**src/rtl/muldiv_ctrl.sv**
```systemverilog
// Iterative unsigned multiply/divide sequencer owning the HI/LO registers.
// One shift-add (MULT) or restoring (DIV) step per cycle for WIDTH cycles.
module muldiv_ctrl #(
    parameter int WIDTH = 32
) (
    input  logic             clock,
    input  logic             reset,
    input  logic             start,
    input  logic             op,
    input  logic [WIDTH-1:0] a,
    input  logic [WIDTH-1:0] b,
    input  logic             wr_hi,
    input  logic             wr_lo,
    input  logic [WIDTH-1:0] wd,
    output logic             busy,
    output logic             done,
    output logic [WIDTH-1:0] hi,
    output logic [WIDTH-1:0] lo
);

    localparam int CW = (WIDTH > 1) ? $clog2(WIDTH) : 1;

    typedef enum logic [1:0] {
        IDLE,
        RUN,
        DONE
    } state_t;

    state_t             state;
    state_t             state_next;
    logic [CW-1:0]      count;
    logic               op_r;
    logic [WIDTH-1:0]   operand;
    logic [2*WIDTH:0]   acc;
    logic [2*WIDTH:0]   acc_step;
    logic [WIDTH:0]     sum;
    logic [WIDTH:0]     shifted_rem;
    logic               accept;
    logic               div_zero;
    logic               last;

    assign accept   = start && (state != RUN);
    assign div_zero = op && (b == '0);
    assign last     = (state == RUN) && (count == CW'(WIDTH - 1));
    assign busy     = (state == RUN);
    assign done     = (state == DONE);

    always_comb begin
        state_next = state;
        case (state)
            IDLE:    if (start) state_next = div_zero ? DONE : RUN;
            RUN:     if (last) state_next = DONE;
            DONE:    state_next = start ? (div_zero ? DONE : RUN) : IDLE;
            default: state_next = IDLE;
        endcase
    end

    // acc holds {carry, product_hi, multiplier/product_lo} for MULT and
    // {rem (WIDTH+1 bits), quo} for DIV, so one register serves both.
    always_comb begin
        sum         = {1'b0, acc[2*WIDTH-1:WIDTH]} + {1'b0, operand};
        shifted_rem = acc[2*WIDTH-1:WIDTH-1];
        acc_step    = acc >> 1;
        if (!op_r) begin
            if (acc[0]) acc_step = {sum, acc[WIDTH-1:0]} >> 1;
        end else if (shifted_rem >= {1'b0, operand}) begin
            acc_step = {shifted_rem - {1'b0, operand}, acc[WIDTH-2:0], 1'b1};
        end else begin
            acc_step = {shifted_rem, acc[WIDTH-2:0], 1'b0};
        end
    end

    always_ff @(posedge clock or posedge reset) begin
        if (reset) begin
            state   <= IDLE;
            count   <= '0;
            op_r    <= 1'b0;
            operand <= '0;
            acc     <= '0;
            hi      <= '0;
            lo      <= '0;
        end else begin
            state <= state_next;
            if (accept) begin
                op_r    <= op;
                operand <= op ? b : a;
                acc     <= {{(WIDTH+1){1'b0}}, (op ? a : b)};
                count   <= '0;
            end else if (state == RUN) begin
                acc   <= acc_step;
                count <= count + CW'(1);
            end
            // Moves are blocked while running; a result landing later wins.
            if (state != RUN) begin
                if (wr_hi) hi <= wd;
                if (wr_lo) lo <= wd;
            end
            if (last) begin
                hi <= acc_step[2*WIDTH-1:WIDTH];
                lo <= acc_step[WIDTH-1:0];
            end else if (accept && div_zero) begin
                hi <= '0;
                lo <= '0;
            end
        end
    end

endmodule

```
**config.mk**
```make
export PLATFORM = sky130hd
export DESIGN_NAME = muldiv_ctrl
export DESIGN_NICKNAME = d
export VERILOG_FILES = /design/src/rtl/muldiv_ctrl.sv
export SDC_FILE = /design/constraint.sdc
export NUM_CORES = 1
export LEC_CHECK = 0
export CORE_UTILIZATION = 57
export CTS_CLUSTER_DIAMETER = 30
export DETAILED_ROUTE_END_ITERATION = 8
export GPL_ROUTABILITY_DRIVEN = 0
export PLACE_DENSITY = 0.82
export SLEW_MARGIN = 20
export SYNTH_ARGS = -nofsm -noshare
export SYNTH_HDL_FRONTEND = slang
export SYNTH_SLANG_ARGS = --single-unit
```
**constraint.sdc**
```tcl
create_clock -name clock -period 6.6 [get_ports clock]
set_input_delay 0.66 -clock clock [delete_from_list [all_inputs] [get_ports clock]]
set_output_delay 0.66 -clock clock [all_outputs]
set_load 0.03 [all_outputs]
```
==> flow_summary_export.csv <==
group,metric,value,unit
global_route,grt_use_total,0.3782,
floorplanning,pin_count,168,
global_route,antenna_found_initial,0,
floorplanning,num_rows,54,
synth,netlist.top_cell.by_area,"dfrtp_1",
pwr,power.internal,4650,uW
critical_path,crit_chain,"inv_1 > ha_1 > inv_1 > fa_1 > a211oi_1 > o211ai_1 > a221oi_1 > o211ai_1 > a221oi_1 > xnor2_1 > nand2_1 > a31o_2 > o22ai_1",
sta,finalSetupViolations,0,
route,wl_per_cell,22.75,um
critical_path,cp-startpoint,"acc[31]",
floorplanning,core_area,0.02203,mm^2
cts,clkTransAtPathRegs,0.07,ns
run,drv_cap,0,
route,avgViaCountPerCell,6.807,
route,vias,13240,
worst_hold_path,hp-class,"reg2reg",
final_layout,layout-drive-gt1-share,0.05586,
sta,drv_slew,0,
cts,cts-root-buf,"clkbuf_16",
synth,synth_fp_nets,1732,
final_layout,diodes,0,
pwr,swShare,0.5302,
place,io_buffer_count,167,
critical_path,r2r_start,"acc[31]",
pwr,peakVddDrop,0.0003751,V
cts,tritoncts,"done",
pwr,p_leak,0.006754,uW
route,dr.first_iter.drc_count,1633,
final_layout,utilization,0.6892,
critical_path,worstReg2RegEnd,"hi[28]",
route,first_pass_iters,7,
synth,postSynthCellCount,1562,
cts,htree_levels,4,
final_layout,fillers,1731,
synth,synth-main-ff-cell,"dfrtp_1",
floorplanning,die_h,152.5,um
floorplanning,die_x,152.5,um
critical_path,reg2reg_slack,2.43,ns
final_layout,area_growth,17.50,%
critical_path,slowest_delay,0.69,ns
pwr,p_seq_frac,0.222,
sta,fin_setup_tns,0,ns
cts,postCtsHoldBufs,0,
synth,synth_cell_types,79,
sta,hold_viol,0,
synth,yosysSeqAreaShare,0.3274,
critical_path,critical_path.max_fanout,4,
synth,synthTopCellsByArea,"dfrtp_1, mux2i_1, ha_1",
cts,clock_sinks,169,
sta,fin_crit_sh,0.6319,
cts,post_cts_buffers,0,
final_layout,final_common_cell,"nand2_1",
route,final_antenna_net_count,0,
critical_path,criticalPathCategory,"reg2reg",
critical_path,arrival,4.51,ns
final_layout,fin_nets,1823,
global_route,grt_first_pass_wirelength,68.68,mm
status,status,"complete, no violations",
cts,cts_resized,0,
synth,yosysWarnings,0,
synth,synth_top_area_share,0.3274,
critical_path,critPathRequiredTime,6.94,ns
synth,async_flop_share,1.000,
floorplanning,start_util,0.5865,
global_route,grt_pass1_vias,12420,
synth,synth-seq-cells,169,
pwr,comb_power_share,0.677,
final_layout,layout_common_cells,"nand2_1, dfrtp_1, clkdlybuf4s50_1",
place,dp_hpwl,32.67,mm
floorplanning,die_area,0.02327,mm^2
synth,syn-cell-area,0.01292,mm^2
critical_path,r2r_cells,13,
critical_path,worstSetupEndpointType,"register",
sta,tightest_slew,1.144,ns
sta,relSlewSlack,0.2365,
cts,cts_buffer_depth,2,
route,wl,44.25,mm
cts,insertion_delay,0.44,ns
global_route,grt_overflow,0,
sta,rsz0062_at_grt,"false",
route,drc,0,
synth,synth_area_per_cell,8.271,um^2
pwr,power.density,652.1,mW/mm^2
sta,period_minus_slack,4.171,ns
pwr,switchingPower,5249,uW
critical_path,cp-start-kind,"register",
global_route,grt_max_degree,116,
pwr,p_clk_frac,0.101,
critical_path,endpoint,"hi[28]",
sta,skew,0.01322,ns
sta,clock.fmax,0.2398,GHz
synth,synth_edf_count,0,
critical_path,crit_slowest_cell,"a221oi_1",
cts,cts_buffers,17,
[synthesized netlist by cell type (8+ instances only)]
cell,count
a21o_1,36
nor3_1,32
o21ai_1,9
and3_1,27
nand2_1,185
nand2b_1,10
a21oi_1,142
nor2b_1,15
o21ai_0,125
a221o_1,9
o22ai_1,12
xnor2_1,31
inv_1,57
a31oi_1,14
xor2_1,14
nand3_1,38
nor4_1,10
buf_1,14
mux2i_1,114
a211oi_1,26
nor2_1,121
o211ai_1,45
mux2_2,8
a31o_2,8
clkbuf_1,75
o221ai_1,8
nand4_1,19
ha_1,66
dfrtp_1,169
or3_1,8
[power by group through the flow]
stage / combinational, uW / clock [uW] / sequential [uW]
5_1_grt: 7180 / 1040 / 2230
2_1_floorplan: 4420 / 0 / 2260
4_1_cts: 6490 / 998 / 2150
3_5_place_dp: 6430 / 0 / 2150
3_3_place_gp: 6290 / 0 / 2150
6_report: 6700 / 999 / 2200
[flip-flops by register name (all words and copies together), names as in the netlist]
register / flops
hi: 32
op_r: 1
count: 5
state: 2
acc: 65
lo: 32
operand: 32
[critical path, delay by kind of cell (launching register included)]
kind,cells,cell delay [ns]
xor gates and xnor gates,1,0.22
DFF,1,0.49
adders and majority gates,2,0.61
and+or+nand+nor,1,0.09
AOI/OAI and AO/OA,7,2.48
buffers and inverters,2,0.18
[metal layers]
| layer | GRT usage | part of all wire | vias up | routed length [um] |
|---|---|---|---|---|
| met2 | 0.5659 | 0.43 | 928 | 19020 |
| met1 | 0.5240 | 0.41 | 6304 | 18050 |
| met4 | 0.1260 | 0.031 | 0 | 1392 |
| met3 | 0.1112 | 0.13 | 121 | 5795 |
| met5 | 0 | 0 | - | 0 |
| li1 | - | - | 5887 | - |
[layout make-up]
type | count | area [um^2] | share of cell area
clock buffer | 18 | 439.2 | 0.02893
clock inverter | 13 | 135.1 | 0.008902
inverter | 57 | 219.0 | 0.01442
multi-input combinational | 1229 | 8049 | 0.5302
sequential | 169 | 4233 | 0.2788
tap | 280 | 350.3 | 0.02308
timing repair buffer | 179 | 1754 | 0.1156
[worst min-delay path by stage]
stage,to,start,cells past startpoint
after global placement,count[3],count[3],1
after detailed placement,lo[7],lo[7],2
final,lo[7],lo[7],2
after global routing,acc[64],acc[64],2
after CTS,count[3],count[3],1
after floorplan,count[3],count[3],1
[cells by family after synthesis]
kind of cell	synth area share
multiplexers	0.09705
flip-flops	0.3274
XOR/XNOR	0.03051
buffers and inverters	0.05269
AND/OR/NAND/NOR	0.1701
adder cells (fa/ha/maj)	0.06702
AO/OA/AOI/OAI	0.2553
[per-stage QoR]
step                area (um^2)  hold WS, ns  std cells  total power, uW  worst slack, ns
floorplan                 12920       0.4429       1562             6683            1.365
global placement          14610       0.4662       1914             8444            2.503
detailed placement        14610       0.4736       1914             8579            2.413
CTS                       15180       0.4923       1945             9644            2.573
global route              15180       0.5240       1945            10450            2.364
finish                    15180       0.4915       1945             9899            2.429
Power figures use the tool's default switching activity.
